[src/rtl/vector_dispatch.sv]
// Request queue, in-order issue FSM and result register in front of the vector
// (DFT4 + twiddle Hadamard) engine, with an engine-bypass path and a hang watchdog.
//
// state | meaning
// IDLE  | waiting for a queued request; pops the head when one is present
// ISSUE | one-cycle eng_start pulse, watchdog loaded
// WAIT  | engine running; leaves on eng_done or watchdog expiry
// HOLD  | result presented on out_*, waiting for out_ready
module vector_dispatch #(
   parameter int formatWidth = 9,
   parameter int LANES       = 4,
   parameter int DEPTH       = 4,
   parameter int TIMEOUT     = 64
) (
   input  logic                           clk,
   input  logic                           rst,
   input  logic                           in_valid,
   output logic                           in_ready,
   input  logic [1:0]                     in_mode,
   input  logic                           in_bypass,
   input  logic [formatWidth*LANES-1:0]   in_real,
   input  logic [formatWidth*LANES-1:0]   in_imag,
   input  logic [formatWidth*LANES-1:0]   in_tw_real,
   input  logic [formatWidth*LANES-1:0]   in_tw_imag,
   output logic                           eng_start,
   output logic [1:0]                     eng_control,
   output logic [formatWidth*LANES-1:0]   eng_in_real,
   output logic [formatWidth*LANES-1:0]   eng_in_imag,
   output logic [formatWidth*LANES-1:0]   eng_tw_real,
   output logic [formatWidth*LANES-1:0]   eng_tw_imag,
   input  logic [formatWidth*LANES-1:0]   eng_out_real,
   input  logic [formatWidth*LANES-1:0]   eng_out_imag,
   input  logic                           eng_done,
   output logic                           out_valid,
   input  logic                           out_ready,
   output logic [formatWidth*LANES-1:0]   out_real,
   output logic [formatWidth*LANES-1:0]   out_imag,
   output logic [2:0]                     out_tag,
   output logic                           busy,
   output logic [$clog2(DEPTH+1)-1:0]     level,
   output logic                           timeout_err
);

   localparam int VW = formatWidth * LANES;
   localparam int PW = $clog2(DEPTH);
   localparam int LW = $clog2(DEPTH + 1);
   localparam int TW = $clog2(TIMEOUT);

   typedef enum logic [1:0] {IDLE, ISSUE, WAIT, HOLD} state_t;

   state_t          state, state_nx;
   logic [VW-1:0]   q_real    [DEPTH];
   logic [VW-1:0]   q_imag    [DEPTH];
   logic [VW-1:0]   q_tw_real [DEPTH];
   logic [VW-1:0]   q_tw_imag [DEPTH];
   logic [1:0]      q_mode    [DEPTH];
   logic            q_bypass  [DEPTH];
   logic [PW-1:0]   wr_ptr, rd_ptr;
   logic [TW-1:0]   timer;
   logic            push, pop, expire;

   assign in_ready  = rst && (level < LW'(DEPTH));
   assign push      = in_valid && in_ready;
   assign pop       = (state == IDLE) && (level != '0);
   assign expire    = (timer == '0);
   assign eng_start = (state == ISSUE);
   assign out_valid = (state == HOLD);
   assign busy      = (state != IDLE) || (level != '0);

   always_ff @(posedge clk) begin
      if (push) begin
         q_real[wr_ptr]    <= in_real;
         q_imag[wr_ptr]    <= in_imag;
         q_tw_real[wr_ptr] <= in_tw_real;
         q_tw_imag[wr_ptr] <= in_tw_imag;
         q_mode[wr_ptr]    <= in_mode;
         q_bypass[wr_ptr]  <= in_bypass;
      end
   end

   // DEPTH is a power of two, so pointer overflow is the modulo wrap
   always_ff @(posedge clk) begin
      if (!rst) begin
         wr_ptr <= '0;
         rd_ptr <= '0;
         level  <= '0;
      end else begin
         if (push) wr_ptr <= wr_ptr + 1'b1;
         if (pop)  rd_ptr <= rd_ptr + 1'b1;
         case ({push, pop})
            2'b10:   level <= level + 1'b1;
            2'b01:   level <= level - 1'b1;
            default: level <= level;
         endcase
      end
   end

   always_ff @(posedge clk) begin
      if (!rst) state <= IDLE;
      else      state <= state_nx;
   end

   always_comb begin
      state_nx = state;
      case (state)
         IDLE:    if (pop) state_nx = q_bypass[rd_ptr] ? HOLD : ISSUE;
         ISSUE:   state_nx = WAIT;
         WAIT: begin
            if (eng_done)    state_nx = HOLD;
            else if (expire) state_nx = IDLE;
         end
         HOLD:    if (out_ready) state_nx = IDLE;
         default: state_nx = IDLE;
      endcase
   end

   always_ff @(posedge clk) begin
      if (!rst) begin
         timer       <= '0;
         timeout_err <= 1'b0;
         eng_control <= '0;
         eng_in_real <= '0;
         eng_in_imag <= '0;
         eng_tw_real <= '0;
         eng_tw_imag <= '0;
         out_real    <= '0;
         out_imag    <= '0;
         out_tag     <= '0;
      end else begin
         case (state)
            IDLE: begin
               if (pop) begin
                  if (q_bypass[rd_ptr]) begin
                     out_real <= q_real[rd_ptr];
                     out_imag <= q_imag[rd_ptr];
                     out_tag  <= {1'b1, q_mode[rd_ptr]};
                  end else begin
                     eng_control <= q_mode[rd_ptr];
                     eng_in_real <= q_real[rd_ptr];
                     eng_in_imag <= q_imag[rd_ptr];
                     eng_tw_real <= q_tw_real[rd_ptr];
                     eng_tw_imag <= q_tw_imag[rd_ptr];
                  end
               end
            end
            ISSUE: timer <= TW'(TIMEOUT - 1);
            // done is tested first so a completion on the expiry cycle is kept
            WAIT: begin
               if (eng_done) begin
                  out_real <= eng_out_real;
                  out_imag <= eng_out_imag;
                  out_tag  <= {1'b0, eng_control};
               end else if (expire) begin
                  timeout_err <= 1'b1;
               end else begin
                  timer <= timer - 1'b1;
               end
            end
            default: ;
         endcase
      end
   end

endmodule
[config.mk]
export PLATFORM = sky130hd
export DESIGN_NAME = vector_dispatch
export DESIGN_NICKNAME = d
export VERILOG_FILES = /design/src/rtl/vector_dispatch.sv
export SDC_FILE = /design/constraint.sdc
export NUM_CORES = 1
export LEC_CHECK = 0
export ABC_CLOCK_PERIOD_IN_PS = 10400
export BUFFER_PORTS_ARGS = -buffer_cell sky130_fd_sc_hd__clkbuf_2
export CORE_UTILIZATION = 45
export DETAILED_ROUTE_END_ITERATION = 6
export PLACE_DENSITY = 0.73
export SYNTH_ARGS = -nofsm -noshare
export SYNTH_HDL_FRONTEND = slang
export SYNTH_SLANG_ARGS = --single-unit
[constraint.sdc]
create_clock -name clk -period 10.4 [get_ports clk]
set_clock_uncertainty 0.05 [all_clocks]
set_input_delay 0.52 -clock clk [delete_from_list [all_inputs] [get_ports clk]]
set_output_delay 0.52 -clock clk [all_outputs]
set_load 0.05 [all_outputs]
==> results by group, run 1 <==
Run status
  – Run status: finished clean

Global route
  – Congestion Overflow GR: 0
  – First-pass GRT wire length: 120000 um
  – Pin count of the biggest net entering global routing: 115
  – Overall track demand over capacity in global routing: 22.2%
  – Via count of the first global-routing pass: 20367
  – Antenna violations before repair: 14

Setup path
  – Reg-to-reg slack, setup: 6.46 ns
  – CP required: 10.79 ns
  – Highest net fanout along the worst path: 76
  – Arr. time, crit path: 4.33 ns
  – Critical Path Source Type: register
  – Capture point of the worst reg-to-reg path: out_real[1]$_SDFFE_PN0P_
  – Critical path class: reg2reg
  – Element type at the critical path end: register
  – Count of cells along the worst register-to-register path: 6

Power and ir drop
  – IR Drop Worst-Case VDD: 0.000243 V
  – Leak pwr: 0.0129 uW
  – Power per standard cell area: 277 nW/um^2

Place
  – Number of I/O port buffers: 452
  – Final estimated routing congestion in global placement: 0.828
  – Post-Place Cells: 3451
  – Half-perimeter wire length after detailed placement: 47400 um

Synthesis
  – Share of the yosys chip area belonging to registers: 70.7%
  – Share of flip-flops with an asynchronous set or reset after synthesis: 0%
  – Number of distinct standard cells referenced by the synthesized netlist: 47
  – Synthesized instance count: 2192
  – Total standard cell area after synthesis: 31800 um^2
  – Synthesized net count: 2429
  – Total of warnings raised by yosys: 0
  – Post-synth EDFFs: 588
  – Most common flop cell mapped by yosys: edfxtp_1
  – #FFs+latches synth: 827
  – Average cell area after synthesis: 14.5 um^2

CTS
  – Clk buf depth: 3
  – Number of hold buffers added after CTS: 0
  – Clock slew at the register clock pins of the worst setup and hold paths: 0.06 ns
  – Clock latency on the worst-skew pair: 0.63 ns
  – Setup fix buffers added after clock tree synthesis: 0
  – CTS buffer count: 86
  – CTS resizes: 0
  – Number of clock sinks seen by CTS: 827
  – Root Buffer Master: clkbuf_16
  – H-tree levels: 3
  – Clock tree from TritonCTS: done

Floorplan
  – Top-level port count: 453
  – Initial core utilization: 45.4%
  – Core box area: 69900 um^2
  – Floorplan row count: 97
  – Die boundary height: 268 um
  – Die W: 268 um
  – Area of the die: 71600 um^2

STA
  – Sum Neg Setup Slack: 0 ns
  – F_max: 254 MHz
  – Max-slew violation count: 0
  – Setup Viol. Count Final: 0
  – Setup repair after global routing missed its margin: false
  – Worst slew margin relative to its limit: 19.8%
  – Final Hold Viols: 0
  – Final Hold Slack: 0.0508 ns
  – Part of the cycle the worst path needs: 37.9%
  – Slew at the pin closest to its max-slew limit: 1.20 ns
  – Time the worst path needs with I/O delays and setup: 3.94 ns

Routing
  – Initial DRC count: 1699
  – Total via count in the routed design: 20185
  – Total wire length after detailed routing: 81000 um
  – First-pass DRT Iterations: 7
  – Vias per std cell: 5.58
  – Total DRC errors in the routed layout: 0
  – Antenna viol nets, final: 0
  – Routed wire per std cell: 22.4 um

Final layout
  – Commonest non-fill, non-tap cell in the layout: edfxtp_1
  – Final layout net count: 2836
  – Post-route non-filler standard cell count: 3616
  – Layout overhead on the synthesized area: 18.3%
  – Share of post-route cells with drive strength above 1: 28.2%
  – Commonest cells after routing, fill and taps aside: edfxtp_1 (588), clkbuf_2 (452), a21oi_1 (300)

Flow run
  – Reported max-cap violation count: 0

Worst hold path
  – Class of the most critical hold timing path: in2reg
  – Hold Path Sink: q_real[2][2]$_DFFE_PP_
  – Hold Path Cell Cnt: 1
  – Launch point of the worst hold path: in_real[2]
==> worst max-delay path, cell delays in order (launching register included) <==
cell and delay (ns):
dfxtp_4 0.96, mux2i_1 0.28, a32oi_4 0.28, buf_4 0.75
and2_4 0.26, buf_4 0.86, a211oi_2 0.18
==> power breakdown <==
group	switching (uW)	total [uW]	internal, uW
clock network	1280	3060	1780
registers	241	4160	3920
logic	2310	3200	896
==> synthesized netlist by cell type (2+ instances only) <==
master,n,area (um^2)
a21oi_1,300,1500
nand3_1,3,15.0
xor2_1,2,17.5
and3_1,4,25.0
a211oi_1,26,195
edfxtp_1,588,17700
nand4b_1,2,17.5
o21a_1,3,22.5
a211oi_2,50,626
and2_1,2,12.5
o31a_1,2,17.5
xnor2_1,3,26.3
buf_6,6,67.6
dfxtp_1,239,4780
o22ai_1,74,463
nor2b_1,76,475
and4_1,2,17.5
nand2_1,225,845
a21boi_0,2,15.0
a31oi_1,2,12.5
buf_2,56,280
nor2_1,84,315
buf_4,17,128
ha_1,12,150
mux2i_1,151,1510
o21ai_1,68,340
inv_1,12,45.0
clkbuf_1,79,297
o21ai_0,9,45.0
nand2b_1,3,18.8
mux4_2,73,1640
o211a_1,2,20.0
==> through the flow <==
stage          utilization [%]  power, uW  setup WS, ns  instance area, um^2
2_1_floorplan                -       6590          4.67                31800
5_1_grt                   53.7      10800          6.26                37600
6_report                  53.7      10400          6.46                37600
4_1_cts                   53.7      10500          6.42                37500
3_5_place_dp              49.6       7420          6.47                34700
3_3_place_gp              49.6       7320          6.59                34700
==> cell type report <==
class	count	area (um^2)
clock buffer	118	2380
fill	5699	32300
inverter	13	56.3
tap	940	1180
sequential	827	22500
timing repair buffer	477	2450
clock inverter	43	455
antenna	4	10.0
multi-input combinational	1194	8570
==> how the worst max path moves through the flow <==
stage | end | from | slack [ns]
after floorplan | q_bypass[0]$_DFFE_PP_ | rst | 4.67
after global placement | out_real[2]$_SDFFE_PN0P_ | register | 6.59
after detailed placement | out_imag[15]$_SDFFE_PN0P_ | register | 6.47
after CTS | out_real[20]$_SDFFE_PN0P_ | register | 6.42
after global routing | out_imag[5]$_SDFFE_PN0P_ | register | 6.26
final | out_real[1]$_SDFFE_PN0P_ | register | 6.46
==> logic make-up after synthesis <==
group | synth area share, %
AND/OR/NAND/NOR | 5.65
XOR/XNOR | 0.138
flip-flops | 70.7
adder cells (fa/ha/maj) | 0.536
buffers and inverters | 2.58
multiplexers | 9.98
AO/OA/AOI/OAI | 10.4
==> layer usage <==
| layer | up-vias | track usage [%] | routed length, um |
|---|---|---|---|
| met5 | - | 0 | 142 |
| met4 | 20 | 7.69 | 2060 |
| met3 | 171 | 6.14 | 6700 |
| met2 | 787 | 36.1 | 38900 |
| met1 | 10125 | 28.5 | 33200 |
| li1 | 9082 | - | - |
==> flip-flops by register name, summed over array words and instances (netlist names), 8 cells and up, named ones only <==
register,count
out_imag,36
eng_in_imag,36
q_tw_imag,144
out_real,36
eng_tw_real,36
eng_tw_imag,36
q_mode,8
q_tw_real,144
q_imag,144
q_real,144
eng_in_real,36
(Power assumes the default switching activity.)
==> run 2: changes to the inputs <==
- ABC_CLOCK_PERIOD_IN_PS: 10400 -> 3200
- PLACE_DENSITY: 0.73 -> 0.76
- clock period: 10.4 -> 3.2 ns (I/O delays scaled with it)
==> results by group, run 2 (same netlist as run 1, synthesis figures left out) <==
Run status
  – Run status: finished clean

Place
  – Half-perimeter wire length after detailed placement: 49000 um
  – Final estimated routing congestion in global placement: 0.832
  – Number of I/O port buffers: 452
  – Standard cell area after detailed placement: 35100 um^2

STA
  – F_max: 323 MHz
  – Slew at the pin closest to its max-slew limit: 0.989 ns
  – Max-slew violation count: 0
  – Final Hold Viols: 0
  – Time the worst path needs with I/O delays and setup: 3.10 ns
  – Part of the cycle the worst path needs: 96.9%
  – Setup repair after global routing missed its margin: false
  – Setup Viol. Count Final: 0
  – Worst slew margin relative to its limit: 34.1%

Worst hold path
  – Class of the most critical hold timing path: in2reg
  – Hold Path Sink: state[1]$_SDFFE_PN0P_
  – Hold Path Cell Cnt: 4
  – Launch point of the worst hold path: out_ready

Routing
  – Total wire length after detailed routing: 85300 um
  – Vias per std cell: 5.56
  – Initial DRC count: 1666
  – First-pass DRT Iterations: 6
  – Total via count in the routed design: 21403
  – Routed wire per std cell: 22.2 um
  – Total DRC errors in the routed layout: 0
  – Antenna viol nets, final: 0

CTS
  – H-tree levels: 3
  – Root Buffer Master: clkbuf_16
  – Number of clock sinks seen by CTS: 827
  – Clk buf depth: 3
  – Clock slew at the register clock pins of the worst setup and hold paths: 0.07 ns
  – Setup fix buffers added after clock tree synthesis: 0
  – CTS buffer count: 85
  – Clock tree from TritonCTS: done
  – Clock latency on the worst-skew pair: 0.64 ns

Global route
  – Via count of the first global-routing pass: 22365
  – Congestion Overflow GR: 0
  – Overall track demand over capacity in global routing: 23.2%
  – First-pass GRT wire length: 127000 um
  – Pin count of the biggest net entering global routing: 91
  – Antenna violations before repair: 13

Floorplan
  – Die W: 268 um
  – Die boundary height: 268 um
  – Top-level port count: 453
  – Area of the die: 71600 um^2
  – Core box area: 69900 um^2
  – Floorplan row count: 97
  – Initial core utilization: 45.4%

Final layout
  – Fillers: 5372
  – Final layout net count: 3069
  – Commonest cells after routing, fill and taps aside: edfxtp_1 (588), clkbuf_2 (452), a21oi_1 (300)
  – Area of all placed cells without fillers: 40200 um^2
  – Commonest non-fill, non-tap cell in the layout: edfxtp_1
  – Layout overhead on the synthesized area: 26.5%
  – Sequential cell area: 22500 um^2
  – Multi-input combinational cell area: 8570 um^2
  – Share of post-route cells with drive strength above 1: 26.3%

Setup path
  – Critical path class: reg2reg
  – CP required: 3.67 ns
  – Reg-to-reg critical path startpoint: state[0]$_SDFFE_PN0P_
  – Reg-to-reg slack, setup: 0.10 ns
  – Capture point of the worst reg-to-reg path: out_imag[8]$_SDFFE_PN0P_
  – Count of cells along the worst register-to-register path: 7
  – Critical Path Source Type: register
  – Element type at the critical path end: register
  – Arr. time, crit path: 3.57 ns
  – Highest net fanout along the worst path: 51

Flow run
  – Reported max-cap violation count: 0

Power and ir drop
  – Leak pwr: 0.0139 uW
  – IR Drop Worst-Case VDD: 0.000589 V
  – Power per standard cell area: 863 nW/um^2
  – Tot Pwr: 34600 uW
==> run 2: worst max-delay path by stage <==
stage | slack, ns | cells past startpoint | end | from
detailed placement | 0.27 | 7 | out_imag[1]$_SDFFE_PN0P_ | state[0]$_SDFFE_PN0P_
CTS | 0.26 | 7 | out_imag[1]$_SDFFE_PN0P_ | state[0]$_SDFFE_PN0P_
floorplan | -0.66 | 2 | q_bypass[0]$_DFFE_PP_ | level[2]$_SDFFE_PN0P_
finish | 0.10 | 7 | out_imag[8]$_SDFFE_PN0P_ | state[0]$_SDFFE_PN0P_
global placement | 0.49 | 7 | out_imag[18]$_SDFFE_PN0P_ | state[0]$_SDFFE_PN0P_
global route | 0.01 | 7 | out_imag[8]$_SDFFE_PN0P_ | state[0]$_SDFFE_PN0P_
==> run 2: layer usage <==
| metal | up-vias | track usage (%) | share of wire, % |
|---|---|---|---|
| met3 | 243 | 6.30 | 8.5 |
| li1 | 9548 | - | - |
| met4 | 16 | 10.1 | 3.4 |
| met1 | 10592 | 27.7 | 38 |
| met5 | - | 0 | 0.12 |
| met2 | 1004 | 39.5 | 49 |
==> run 2: power breakdown <==
part	internal (uW)	switching (uW)	leakage (uW)	total [uW]
logic	3300	7820	0.00527	11100
registers	12700	700	0.00729	13400
clock network	5870	4210	0.00139	10100
==> run 2: worst max-delay path, stage by stage, from the launching register on <==
cell and delay [ns]:
dfxtp_1 0.39, inv_1 0.14, ha_1 0.31, or4b_4 0.25, o31a_2 0.55, buf_4 0.68
a21oi_1 0.21, a211oi_1 0.36
==> run 2: stage by stage <==
step	setup slack [ns]	hold slack [ns]	setup TNS [ns]	utilization, %	instances
after global placement	0.486	0.322	0	50.2	3463
after floorplan	-0.658	0.209	-386.90	-	2192
after detailed placement	0.270	0.329	0	50.2	3463
after global routing	0.0144	0.117	0	57.4	3849
final	0.100	0.0941	0	57.4	3850
after CTS	0.255	0.0369	0	57.4	3844
==> run 2: cell type report <==
cell class / count / share of cell area (%)
inverters: 13 / 0.140
diodes: 6 / 0.0374
well taps: 940 / 2.93
repair buffers: 711 / 12.5
clock inverters: 50 / 1.48
flip-flops and latches: 827 / 55.9
multi-input cells: 1194 / 21.3
clock buffers: 109 / 5.62
==> run 2: timing repair <==
action / in CTS / in global routing
hold buffers: 222 / 0
gates resized for setup: 0 / 0
hold endpoints to repair: 669 / 0
